===== src/rtl/cdb_result_fifo.sv =====
// Result buffer between the functional-unit broadcast ports and the common data bus.
// Optional same-cycle bypass of port 0 onto an empty CDB is enabled by defining CDB_BYPASS_EN.
module cdb_result_fifo #(
    parameter int DEPTH  = 8,
    parameter int DATA_W = 32,
    parameter int TAG_W  = 4
) (
    input  logic                       clk,
    input  logic                       reset,
    input  logic                       wr0_en,
    input  logic [TAG_W-1:0]           wr0_tag,
    input  logic [DATA_W-1:0]          wr0_data,
    input  logic                       wr1_en,
    input  logic [TAG_W-1:0]           wr1_tag,
    input  logic [DATA_W-1:0]          wr1_data,
    input  logic                       cdb_ready,
    output logic                       cdb_valid,
    output logic [TAG_W-1:0]           cdb_tag,
    output logic [DATA_W-1:0]          cdb_data,
    output logic                       fu_stall,
    output logic [$clog2(DEPTH):0]     count,
    output logic                       overflow
);

    localparam int PW = $clog2(DEPTH);
    localparam int CW = PW + 1;
    localparam logic [TAG_W-1:0] IDLE_TAG = '1;

    logic [TAG_W-1:0]  tagMem  [DEPTH];
    logic [DATA_W-1:0] dataMem [DEPTH];
    logic [PW-1:0]     wrPtr;
    logic [PW-1:0]     rdPtr;
    logic [CW-1:0]     countQ;
    logic              overflowQ;

    logic              qual0;
    logic              qual1;
    logic              fifoPop;
    logic [CW:0]       room;
    logic              acc0;
    logic              acc1;
    logic              store0;
    logic              store1;
    logic              dropAny;
    logic [1:0]        nStore;
    logic [PW-1:0]     wr1Addr;

    // Idle-tag pushes never qualify, so they neither occupy space nor count as drops.
    assign qual0   = wr0_en && (wr0_tag != IDLE_TAG);
    assign qual1   = wr1_en && (wr1_tag != IDLE_TAG);
    assign fifoPop = (countQ != '0) && cdb_ready;

    // A pop this cycle frees its slot for a push in the same cycle, so a full buffer can still accept.
    assign room = (CW+1)'(DEPTH) - {1'b0, countQ} + {{CW{1'b0}}, fifoPop};
    assign acc0 = qual0 && (room != '0);
    assign acc1 = qual1 && (acc0 ? (room >= (CW+1)'(2)) : (room != '0));
    assign dropAny = (qual0 && !acc0) || (qual1 && !acc1);

`ifdef CDB_BYPASS_EN
    logic bypassHit;
    assign bypassHit = (countQ == '0) && qual0;
    // A bypassed beat that the consumer takes immediately never needs a slot.
    assign store0 = acc0 && !(bypassHit && cdb_ready);
`else
    assign store0 = acc0;
`endif
    assign store1  = acc1;
    assign nStore  = {1'b0, store0} + {1'b0, store1};
    assign wr1Addr = wrPtr + PW'(store0);

    always_ff @(posedge clk) begin
        if (reset) begin
            wrPtr     <= '0;
            rdPtr     <= '0;
            countQ    <= '0;
            overflowQ <= 1'b0;
        end else begin
            wrPtr  <= wrPtr + PW'(nStore);
            rdPtr  <= rdPtr + PW'(fifoPop);
            countQ <= countQ + CW'(nStore) - CW'(fifoPop);
            if (dropAny) begin
                overflowQ <= 1'b1;
            end
        end
    end

    // Port 0 always lands ahead of port 1 so same-cycle arrivals keep their priority order.
    always_ff @(posedge clk) begin
        if (!reset) begin
            if (store0) begin
                tagMem[wrPtr]  <= wr0_tag;
                dataMem[wrPtr] <= wr0_data;
            end
            if (store1) begin
                tagMem[wr1Addr]  <= wr1_tag;
                dataMem[wr1Addr] <= wr1_data;
            end
        end
    end

    always_comb begin
        cdb_valid = 1'b0;
        cdb_tag   = IDLE_TAG;
        cdb_data  = '0;
        if (countQ != '0) begin
            cdb_valid = 1'b1;
            cdb_tag   = tagMem[rdPtr];
            cdb_data  = dataMem[rdPtr];
        end
`ifdef CDB_BYPASS_EN
        else if (bypassHit) begin
            cdb_valid = 1'b1;
            cdb_tag   = wr0_tag;
            cdb_data  = wr0_data;
        end
`endif
    end

    assign fu_stall = countQ >= CW'(DEPTH - 2);
    assign count    = countQ;
    assign overflow = overflowQ;

endmodule


===== config.mk =====
export PLATFORM = sky130hd
export DESIGN_NAME = cdb_result_fifo
export DESIGN_NICKNAME = d
export VERILOG_FILES = /design/src/rtl/cdb_result_fifo.sv
export SDC_FILE = /design/constraint.sdc
export NUM_CORES = 1
export LEC_CHECK = 0
export BUFFER_PORTS_ARGS = -buffer_cell sky130_fd_sc_hd__buf_4
export CORE_UTILIZATION = 60
export CTS_BUF_LIST = sky130_fd_sc_hd__clkbuf_4 sky130_fd_sc_hd__clkbuf_8 sky130_fd_sc_hd__clkbuf_16
export CTS_CLUSTER_SIZE = 12
export DETAILED_ROUTE_END_ITERATION = 10
export GPL_ROUTABILITY_DRIVEN = 0
export PLACE_DENSITY = 0.8
export SLEW_MARGIN = 20
export SYNTH_ARGS = -nofsm -noshare
export SYNTH_HDL_FRONTEND = slang
export SYNTH_SLANG_ARGS = --single-unit

===== constraint.sdc =====
create_clock -name clk -period 8.1 [get_ports clk]
set_input_delay 0 -clock clk [delete_from_list [all_inputs] [get_ports clk]]
set_output_delay 0 -clock clk [all_outputs]
set_load 0.005 [all_outputs]

==> flow_summary.yaml <==
place:
  place_area_um2: 16500
  dp_hpwl_um: 18800
  port_buffers: 119
  pre_cts_slack_ns: 1.65
synthesis:
  async_flop_share_pct: 0
  synth_top_area_cell: "edfxtp_1"
  synth_top_family_by_area: "multiplexers"
  synth_common_cells: "edfxtp_1 (288), mux2_2 (281), mux4_2 (72)"
  synth_edf_count: 288
  synthesis.nets: 982
  synth_simple_gate_area_share_pct: 2.89
  synth_area_leaders: "edfxtp_1 (56%), mux2_2 (21%), mux4_2 (11%)"
  synthMuxAreaShare_pct: 34.2
  synth_cell_type_count: 37
  synth.avg_cell_area_um2: 17.3
  netlist_area_um2: 15300
  ys_seq_elements: 299
  synth-adder-area-share_pct: 1.57
  ys.flop_type: "edfxtp_1"
  ys_warn_count: 0
  seq_area_frac_synth_pct: 57.8
  syn_inst: 887
  synthXorXnorAreaFrac_pct: 0.343
  synth_top_area_share_pct: 56.4
  synth_compound_area_share_pct: 0.767
  synth.most_common_cell: "edfxtp_1"
clocking:
  tritoncts: "done"
  numCtsBuffers: 31
  postCtsResizedCells: 0
  cts_root_buf: "clkbuf_16"
  cts_sinks: 299
  clock_latency_ns: 0.56
  htreeDepth: 1
  clock_path_buffers: 3
  clkSlewWorstSetupHoldPaths_ns: 0.06
worst_hold_path:
  hold_path_class: "in2reg"
setup_path:
  worstSetupPathType: "reg2reg"
  start_kind: "register"
  endpoint_kind: "register"
  slowest_stage: "or4_2"
  path_cells: "inv_1, ha_1, and2_2, buf_4, inv_1, nand2_1, ha_1, inv_1, ha_1, nor3b_1, a31oi_2, nor3b_1, nor2_1, ha_1, ha_1, xnor2_1, or3_1, or4_2, mux2_2, dlygate4sd3_1"
  slowest_delay_ns: 1.10
  worst-path-max-fanout: 37
  crit_arrival_ns: 6.54
  path_common_cell: "ha_1"
  crit_buf_inv: 5
  cp_top_family: "simple AND/OR/NAND/NOR gates"
  cp.required_ns: 8.39
global_routing:
  grt_overflow_total: 0
  grt_max_degree: 50
  grt_pass1_vias: 9540
  track_usage_pct: 27.4
  antenna_found_initial: 3
  grt_pass1_wl_um: 54400
sta:
  grt_setup_unrepaired: "no"
  finalSetupTns_ns: 0
  min_period_ns: 6.24
  final-setup-viol-count: 0
  slew_headroom_pct: 26.4
  slew_viol_final: 0
  setup_ws_ns: 1.86
  hold_viol: 0
  fmax_mhz: 160
  hold_ws_ns: 0.171
  post-route-period-util_pct: 77.1
  tightestPinTransition_ns: 1.10
  fin_skew_ns: 0.0198
finish:
  fin_nets: 1210
  stdcell_area_um2: 18600
  layout-drive-gt1-share_pct: 49.6
  syn2layout_area_growth_pct: 21.2
power_and_ir_drop:
  peakVddDrop_mv: 0.182
  p_leak_nw: 6.31
  finalPower_w: 0.00500
  power_density_nw_per_um2: 269
floorplanning:
  die_h_um: 162
  fp-row-count: 58
  initial_utilization_pct: 61.1
  io_pins: 120
  fp.dieW_um: 162
  core-area_um2: 25100
  die_area_um2: 26200
route:
  antenna_left: 0
  drt-vias-per-instance: 6.12
  wl_per_cell_um: 23.8
  wirelength_um: 34900
  dr.pass1.iters: 5
  drcViolationCount: 0
  drt_iter0_drc: 651
  route.vias.total: 8990
run:
  cap_violations: 0
run_status:
  outcome: "complete, no violations"
[layer usage]
layer	vias up	track usage, %	share of wire, %
met5	-	0	0
met4	0	6.86	1.7
met3	43	3.47	6.1
met2	332	48.0	52
met1	4608	36.4	40
li1	4007	-	-
[worst min-delay path, delay by kind of cell]
kind / cells / cell delay, ns
simple gates: 3 / 0.31
buf+inv: 1 / 0.08
fa+ha+maj: 2 / 0.31
[state kept, by name, summed over array words and instances, names as in the netlist]
name and flops:
rdPtr 3, dataMem 256, overflow 1, count 4, wrPtr 3, tagMem 32
[stage by stage]
stage / instances / utilization (%)
after floorplan: 887 / -
after CTS: 1464 / 73.9
final: 1468 / 74.0
after global placement: 1300 / 65.7
after global routing: 1468 / 74.0
after detailed placement: 1300 / 65.8
[repair_timing]
action	4_1_cts	5_1_grt
setup buffers	0	0
hold buffers	112	0
hold endpoints to repair	299	0
[cell type report]
cell class | instances | area, um^2
clock buffers | 42 | 858
inverters | 16 | 60.1
multi-input cells | 518 | 6140
diodes | 4 | 10.0
repair buffers | 249 | 2150
fillers | 1576 | 6530
clock inverters | 10 | 68.8
well taps | 330 | 413
flip-flops and latches | 299 | 8880
[kinds of logic after synthesis]
family	count (synthesis)
simple gates	83
buf+inv	70
compound gates	15
xor+xnor	6
fa+ha+maj	18
flops	299
mux	396
[where the power goes]
group / leakage, nW / internal (W) / total (W) / switching [W]
clock network: 0.470 / 0.000764 / 0.00132 / 0.000558
registers: 2.70 / 0.00194 / 0.00205 / 0.000102
logic: 3.14 / 0.000836 / 0.00163 / 0.000794
total: 6.31 / 0.00354 / 0.00500 / 0.00145
[cells in the final DEF, fill, tap and decap left out, types with 4 or more instances in the layout]
master	count
buf_4	137
clkbuf_16	31
clkbuf_4	11
clkinv_1	5
clkinv_2	4
dfxtp_1	8
diode_2	4
dlygate4sd3_1	112
edfxtp_1	288
ha_1	16
inv_1	16
mux2_2	281
mux2_4	4
mux2i_1	36
mux4_2	72
nand2_1	9
nor2_1	42
nor2b_1	6
nor3_4	4
or3_1	4
[path summary, 6_finish.rpt]
| path | start | end | slack, ns | cells after the start |
|---|---|---|---|---|
| max reg2reg | count[2] | dataMem[4][12] | 1.86 | 20 |
| max | count[2] | dataMem[4][12] | 1.86 | 20 |
| min | wr1_en | wrPtr[0] | 0.17 | 6 |
| min reg2reg | overflow | overflow | 0.45 | 2 |
(Power assumes the default switching activity.)
